File: config.mk
export PLATFORM = sky130hd
export DESIGN_NAME = uart_rx_cfg
export DESIGN_NICKNAME = d
export VERILOG_FILES = /design/src/rtl/uart_rx_cfg.sv
export SDC_FILE = /design/constraint.sdc
export NUM_CORES = 1
export LEC_CHECK = 0
export ABC_AREA = 0
export ABC_CLOCK_PERIOD_IN_PS = 2500
export BUFFER_PORTS_ARGS = -buffer_cell sky130_fd_sc_hd__buf_2
export CAP_MARGIN = 30
export CELL_PAD_IN_SITES_DETAIL_PLACEMENT = 1
export CELL_PAD_IN_SITES_GLOBAL_PLACEMENT = 2
export CORE_MARGIN = 3
export CORE_UTILIZATION = 38
export DETAILED_ROUTE_END_ITERATION = 10
export PLACE_DENSITY = 0.79
export SETUP_SLACK_MARGIN = 0.4
export SYNTH_ARGS = -nofsm -noshare
export SYNTH_HDL_FRONTEND = slang
export SYNTH_SLANG_ARGS = --single-unit
File: constraint.sdc
create_clock -name i_clock -period 2.5 [get_ports i_clock]
set_clock_uncertainty 0.05 [all_clocks]
set_input_delay 0.5 -clock i_clock [delete_from_list [all_inputs] [get_ports i_clock]]
set_output_delay 0.5 -clock i_clock [all_outputs]
set_load 0.005 [all_outputs]
File: src/rtl/uart_rx_cfg.sv
// Configurable UART receiver: 2-flop synchroniser, 3-sample majority vote,
// parity/framing checks and a held-frame valid/ack handshake with overrun flag.
`timescale 1ns/1ps
module uart_rx_cfg #(
  parameter int CLK_PER_BIT = 5208,
  parameter int DATA_BITS   = 8,
  parameter int PARITY      = 0,
  parameter int STOP_BITS   = 1
) (
  input  logic                 i_clock,
  input  logic                 i_reset,
  input  logic                 i_rx_bit,
  input  logic                 i_rx_ack,
  output logic [DATA_BITS-1:0] o_rx_data,
  output logic                 o_rx_valid,
  output logic                 o_parity_err,
  output logic                 o_frame_err,
  output logic                 o_overrun,
  output logic                 o_busy
);
  localparam int CW = $clog2(CLK_PER_BIT);
  localparam int BW = $clog2(DATA_BITS + 1);
  localparam logic [CW-1:0] C_HALF      = CW'((CLK_PER_BIT - 1) / 2);
  localparam logic [CW-1:0] C_FULL      = CW'(CLK_PER_BIT - 1);
  localparam logic [BW-1:0] C_LAST_BIT  = BW'(DATA_BITS - 1);
  localparam logic          C_LAST_STOP = 1'(STOP_BITS - 1);

  typedef enum logic [2:0] {
    S_IDLE   = 3'd0,
    S_START  = 3'd1,
    S_DATA   = 3'd2,
    S_PARITY = 3'd3,
    S_STOP   = 3'd4,
    S_DONE   = 3'd5,
    S_BREAK  = 3'd6
  } state_t;

  function automatic logic parity_err(input logic [DATA_BITS-1:0] data, input logic pbit);
    logic x;
    x = ^{data, pbit};
    if (PARITY == 1) return ~x;
    else if (PARITY == 2) return x;
    else return 1'b0;
  endfunction

  function automatic logic majority3(input logic [2:0] v);
    return (v[0] & v[1]) | (v[0] & v[2]) | (v[1] & v[2]);
  endfunction

  state_t               r_state;
  logic                 r_sync1;
  logic                 r_sync2;
  logic [2:0]           r_hist;
  logic [CW-1:0]        r_cnt;
  logic [BW-1:0]        r_bit_cnt;
  logic                 r_stop_cnt;
  logic [DATA_BITS-1:0] r_shift;
  logic                 r_perr;
  logic                 r_ferr;
  logic                 r_busy;
  logic [DATA_BITS-1:0] r_rx_data;
  logic                 r_rx_valid;
  logic                 r_parity_err;
  logic                 r_frame_err;
  logic                 r_overrun;
  logic                 w_sample;

  assign w_sample = majority3(r_hist);

  // Line synchroniser and sample history; idle-high preset avoids a false start after reset
  always_ff @(posedge i_clock or posedge i_reset) begin
    if (i_reset) begin
      r_sync1 <= 1'b1;
      r_sync2 <= 1'b1;
      r_hist  <= 3'b111;
    end else begin
      r_sync1 <= i_rx_bit;
      r_sync2 <= r_sync1;
      r_hist  <= {r_hist[1:0], r_sync2};
    end
  end

  // Frame FSM: baud timing, bit capture and per-frame error accumulation
  always_ff @(posedge i_clock or posedge i_reset) begin
    if (i_reset) begin
      r_state    <= S_IDLE;
      r_cnt      <= '0;
      r_bit_cnt  <= '0;
      r_stop_cnt <= 1'b0;
      r_shift    <= '0;
      r_perr     <= 1'b0;
      r_ferr     <= 1'b0;
      r_busy     <= 1'b0;
    end else begin
      case (r_state)
        S_IDLE: begin
          if (!r_sync2) begin
            r_state    <= S_START;
            r_cnt      <= '0;
            r_bit_cnt  <= '0;
            r_stop_cnt <= 1'b0;
            r_perr     <= 1'b0;
            r_ferr     <= 1'b0;
            r_busy     <= 1'b1;
          end
        end
        S_START: begin
          if (r_cnt == C_HALF) begin
            r_cnt <= '0;
            if (w_sample) begin
              r_state <= S_IDLE;
              r_busy  <= 1'b0;
            end else begin
              r_state <= S_DATA;
            end
          end else begin
            r_cnt <= r_cnt + 1'b1;
          end
        end
        S_DATA: begin
          if (r_cnt == C_FULL) begin
            r_cnt <= '0;
            for (int i = 0; i < DATA_BITS; i++) begin
              if (r_bit_cnt == BW'(i)) r_shift[i] <= w_sample;
            end
            if (r_bit_cnt == C_LAST_BIT) begin
              r_bit_cnt <= '0;
              r_state   <= (PARITY != 0) ? S_PARITY : S_STOP;
            end else begin
              r_bit_cnt <= r_bit_cnt + 1'b1;
            end
          end else begin
            r_cnt <= r_cnt + 1'b1;
          end
        end
        S_PARITY: begin
          if (r_cnt == C_FULL) begin
            r_cnt   <= '0;
            r_perr  <= parity_err(r_shift, w_sample);
            r_state <= S_STOP;
          end else begin
            r_cnt <= r_cnt + 1'b1;
          end
        end
        S_STOP: begin
          if (r_cnt == C_FULL) begin
            r_cnt <= '0;
            if (!w_sample) r_ferr <= 1'b1;
            if (r_stop_cnt == C_LAST_STOP) r_state <= S_DONE;
            else r_stop_cnt <= 1'b1;
          end else begin
            r_cnt <= r_cnt + 1'b1;
          end
        end
        S_DONE: begin
          // A still-low line means break; wait for idle so it cannot retrigger
          if (r_sync2) begin
            r_state <= S_IDLE;
            r_busy  <= 1'b0;
          end else begin
            r_state <= S_BREAK;
          end
        end
        S_BREAK: begin
          if (r_sync2) begin
            r_state <= S_IDLE;
            r_busy  <= 1'b0;
          end
        end
        default: begin
          r_state <= S_IDLE;
          r_busy  <= 1'b0;
        end
      endcase
    end
  end

  // Held-frame output registers with valid/ack handshake and overrun detection
  always_ff @(posedge i_clock or posedge i_reset) begin
    if (i_reset) begin
      r_rx_data    <= '0;
      r_rx_valid   <= 1'b0;
      r_parity_err <= 1'b0;
      r_frame_err  <= 1'b0;
      r_overrun    <= 1'b0;
    end else if (r_state == S_DONE) begin
      r_rx_data    <= r_shift;
      r_rx_valid   <= 1'b1;
      r_parity_err <= r_perr;
      r_frame_err  <= r_ferr;
      r_overrun    <= r_rx_valid & ~i_rx_ack;
    end else if (r_rx_valid && i_rx_ack) begin
      r_rx_valid   <= 1'b0;
      r_parity_err <= 1'b0;
      r_frame_err  <= 1'b0;
      r_overrun    <= 1'b0;
    end
  end

  assign o_rx_data    = r_rx_data;
  assign o_rx_valid   = r_rx_valid;
  assign o_parity_err = r_parity_err;
  assign o_frame_err  = r_frame_err;
  assign o_overrun    = r_overrun;
  assign o_busy       = r_busy;

endmodule

* Word-level counts from Yosys, hierarchy flattened
Cells that the tools add are included.
** Storage, ports and cells
- Register bits after elaboration :: 49
- Bits of input ports :: 4
- Output and inout bits :: 13
- Word-level logic and storage cells :: 122
** Cells by class
- $add $sub $neg :: 2
- Equal/unequal tests :: 26
- Muxes and demuxes :: 38
- Bitwise logic cells :: 8
- Reduce and logical (&&, ||, !) cells :: 25
** Operators with widths (number)
- two-way mux 13 bit :: 3
- case mux 13 bit (3 select lines) :: 1
- AND reduction 3 bit :: 11
- two-way mux 3 bit :: 9
- case mux 3 bit (7 select lines) :: 1
- != test 2 bit, second input constant :: 10
- equality test 4 x 3 -> 1 bit, second input constant :: 4
- two-way mux 1 bit :: 15
- adder 13 x 1 -> 13 bit, second input constant :: 1
- equality test 13 x 12 -> 1 bit, second input constant :: 1
- equality test 13 bit, second input constant :: 1
- two-way mux 4 bit :: 3
- equality test 3 bit, second input constant :: 3
- equality test 4 x 2 -> 1 bit, second input constant :: 2
- case mux 4 bit (2 select lines) :: 1
- AND reduction 8 bit :: 1
- nonzero test 2 bit :: 4
- equality test 3 x 2 -> 1 bit, second input constant :: 2
- case mux 1 bit (2 select lines) :: 3
- AND reduction 5 bit :: 1
- adder 4 x 1 -> 4 bit, second input constant :: 1
- bitwise AND 1 bit :: 4
- equality test 4 x 1 -> 1 bit, second input constant :: 1
- logical NOT 4 bit :: 1
- other kinds (13) :: 15

* Logic depth before layout (Yosys ltp)
- Depth in word-level cells :: 6
- Gate-level depth with buffers :: 7
- Depth with buffers taken out :: 6

* Worst setup path after synthesis
Ideal clock, no wire load.
- Path kind :: register -> register
- Start point :: register r_cnt[9]
- End point :: register r_shift[0]
- Setup time :: 0.127 ns
- Arrival :: 1.958 ns
- Data required time :: 2.323 ns
- Setup slack :: 0.365 ns
- Stages on the path, launching flop included :: 6
- Path buffers :: 0
- Period minus slack after synthesis :: 2.135 ns
- Cell sequence :: dfrtp_1 or4b_4 nor4_4 nor3b_4 nand2_1 mux2_1
** On the way
- Longest elaborated chain between the ends :: 2
** RTL lines
- start, declared :: line 54 : logic [CW-1:0] r_cnt;
- start signal, assigned :: line 117 : r_cnt <= r_cnt + 1'b1;
- start signal, assigned :: line 133 : r_cnt <= r_cnt + 1'b1;
- start signal, assigned :: line 142 : r_cnt <= r_cnt + 1'b1;
- equality test 13 bit :: line 121 : if (r_cnt == C_FULL) begin
- AND reduction 3 bit (no line)
- end signal, assigned by index :: line 124 : if (r_bit_cnt == BW'(i)) r_shift[i] <= w_sample;
- end, declared :: line 57 : logic [DATA_BITS-1:0] r_shift;
Every way passes these cells.
A chain may end at the register's enable or synchronous reset.

* Final worst setup path
- Start point :: register r_cnt[11]
- End point :: register r_shift[1]
Same word-level chain as after synthesis.

==> results.py <==
metrics = {
    "status": {
        "status": "finished clean",
    },
    "place": {
        "portBuffers": 15,
        "dp_hpwl_um": 3840,
        "dp.cells": 314,
        "gp_congestion": 0.7872,
    },
    "synthesis": {
        "synth_flop_cell": "dfrtp_1",
        "synth_warnings": 0,
        "synth_nets": 236,
        "synthArstFlopShare": 1.000,
        "syn_area_um2": 2297,
        "synth_seq_cells": 46,
        "yosysTopAreaCell": "dfrtp_1",
        "synth_edf_count": 0,
        "synth.top_cell.area_share": 0.4466,
        "ys_top_cells_by_area": "dfrtp_1 45%, dfstp_2 5.7%, mux2_2 4.4%",
        "synth_cells": 227,
        "ys_types": 47,
        "syn_area_per_cell_um2": 10.12,
        "yosysSeqAreaShare": 0.5038,
    },
    "worst_hold_path": {
        "holdCritPathClass": "primary input to flip-flop",
        "worst_hold_path.num_cells": 1,
        "min_from": "i_rx_bit",
        "hold_end": "r_sync1",
    },
    "floorplanning": {
        "io_pins": 17,
        "die_x_um": 83.75,
        "core-area_um2": 5675,
        "dieArea_um2": 7014,
        "num_rows": 27,
        "initial_core_util": 0.4048,
        "die_h_um": 83.75,
    },
    "setup_path": {
        "start_kind": "flip-flop",
        "reg2reg_depth": 5,
        "cp-end-kind": "flip-flop",
        "worstPathRequired_ps": 2640,
        "worstPathArrival_ps": 2180,
        "reg2reg_slack_ps": 460,
        "reg2reg_from": "r_cnt[11]",
        "path_max_fanout": 4,
        "worstSetupPathType": "flip-flop to flip-flop",
        "reg2reg_to": "r_shift[1]",
    },
    "sta": {
        "period_needed_ps": 2039,
        "fin_tns_setup_ps": 0,
        "rsz0062_at_grt": "yes",
        "finalSetupViolations": 0,
        "clock.fmax_ghz": 0.4904,
        "slew_viol_final": 0,
        "worstMarginPinSlew_ps": 781.7,
        "min_period_over_period": 0.8156,
        "hold_viol": 0,
        "slew_headroom": 0.4734,
    },
    "pwr": {
        "pwr-share-seq": 0.599,
        "power_density_nw_per_um2": 469.7,
        "combPwrFrac": 0.026,
        "p_clk_frac": 0.376,
        "vdd_drop_max_mv": 0.2502,
        "p_int_w": 0.0009838,
        "switching_share": 0.2222,
        "p_sw_w": 0.0002810,
        "leakage_nw": 1.259,
    },
    "route": {
        "finalWirelength_um": 5532,
        "first_pass_iters": 4,
        "m1WireLength_um": 2723,
        "drcViolationCount": 0,
        "wl_met2_um": 2592,
        "drtAntennaViolNets": 0,
        "dr.first_iter.drc_count": 54,
        "route.met3.wl_um": 115,
        "via_count": 1790,
        "via_per_inst": 5.457,
        "highest-signal-layer": "met4",
        "wl_per_cell_um": 16.87,
    },
    "final_layout": {
        "layout.nets": 264,
        "final_cell_count_no_fill": 328,
        "syn2layout_area_growth_pct": 17.21,
        "final_cell_mix": "34 x dfrtp_1, 24 x nand2_1, 20 x o21ai_0",
        "drive_above_1_share": 0.2813,
        "fillers": 659,
        "final_common_cell": "dfrtp_1",
        "n_antenna_cell": 0,
    },
    "cts": {
        "htree_levels": 2,
        "cts.sinks": 46,
        "cts_tree": "done",
        "clkTransAtPathRegs_ps": 80,
        "cts_max_path_buffers": 2,
        "cts_buffers": 5,
        "worstSkewPairLatency_ps": 300,
        "cts-root-buf": "clkbuf_8",
    },
    "global_route": {
        "first_global_vias": 1891,
        "track_usage": 0.1654,
        "grt_first_pass_wirelength_um": 9397,
        "gr-total-overflow": 0,
        "antenna_found_initial": 0,
        "grt_max_degree": 47,
    },
    "run": {
        "drv_cap": 0,
    },
}
sequential cells by signal (all words and copies together) (netlist names), 3 cells and up:
name	cells
o_rx_data	8
r_bit_cnt	4
r_shift	8
r_hist	3
r_cnt	13
r_state	3
synth_stat cells (2+ instances only):
cell type and n:
a21oi_1 10, a22o_1 3, a31oi_1 7, and3_1 2, clkbuf_1 7, dfrtp_1 41, dfstp_2 5, ha_1 5
inv_1 15, mux2_1 4, mux2_2 9, mux2i_1 3, nand2_1 24, nand2b_1 3, nand3_1 14, nand4_1 2
nand4b_1 4, nor2_1 9, nor3_1 6, nor4bb_1 2, o2111ai_1 2, o21a_1 2, o21ai_0 20, o2bb2ai_1 3
o31ai_1 2, or3_1 2
metrics by stage:
step           total power [W]  setup WS, ps  hold WS (ps)  instance area [µm²]    util
3_5_place_dp         0.0008056         262.6         299.7                 2491  0.4389
5_1_grt               0.001321         352.1         239.9                 2693  0.4744
3_3_place_gp         0.0008044         277.3         297.2                 2491  0.4389
2_1_floorplan        0.0007908         440.8         295.2                 2297       -
6_report              0.001265         460.9         256.2                 2693  0.4744
4_1_cts               0.001282         421.6         242.8                 2643  0.4656
cells by family after synthesis:
family	share of synthesized area
other cells	0.001632
xor+xnor	0.007627
buf+inv	0.04139
simple gates	0.1966
flops	0.5038
mux	0.07680
compound gates	0.1449
fa+ha+maj	0.02723
layer usage:
layer  global-route usage  vias up
met1               0.2258      896
met2               0.2639       15
met5                    0        -
li1                     -      870
met3              0.03060        9
met4              0.05556        0
power groups by stage:
stage	Combinational, W	Clock [W]	Sequential (W)
after global routing	0.0000381	0.000524	0.000759
after floorplan	0.0000206	0	0.000770
final	0.0000326	0.000475	0.000757
after detailed placement	0.0000337	0	0.000772
after CTS	0.0000338	0.000491	0.000757
after global placement	0.0000330	0	0.000771
repair_timing:
action,in CTS,in global routing
pin swaps,0,1
setup buffers,3,3
setup endpoints to repair,17,17
resized for setup,9,7
hold buffers,0,0
how the worst max path moves through the flow:
stage,start,endpoint,slack [ps],cells after the start
detailed placement,r_state[0],r_shift[0],260,5
CTS,r_cnt[11],r_shift[0],420,5
finish,r_cnt[11],r_shift[1],460,5
global placement,r_state[0],r_shift[0],280,5
global route,r_cnt[11],r_shift[0],350,5
floorplan,r_cnt[9],r_shift[0],440,5
critical path: stages (launching register included):
cell and delay, ps:
dfrtp_2 440, or4b_4 550, nor4_4 200, nor3b_4 290
nand2_1 110, mux2_4 300
layout make-up:
class	instances	area, µm²	area share
inverters	15	56.30	0.02091
well taps	72	90.09	0.03346
clock buffers	7	86.33	0.03206
repair buffers	30	187.7	0.06970
flip-flops and latches	46	1166	0.4331
clock inverters	1	5.005	0.001859
multi-input cells	157	1101	0.4089
Note: power is estimated with default switching activity, not from simulation.
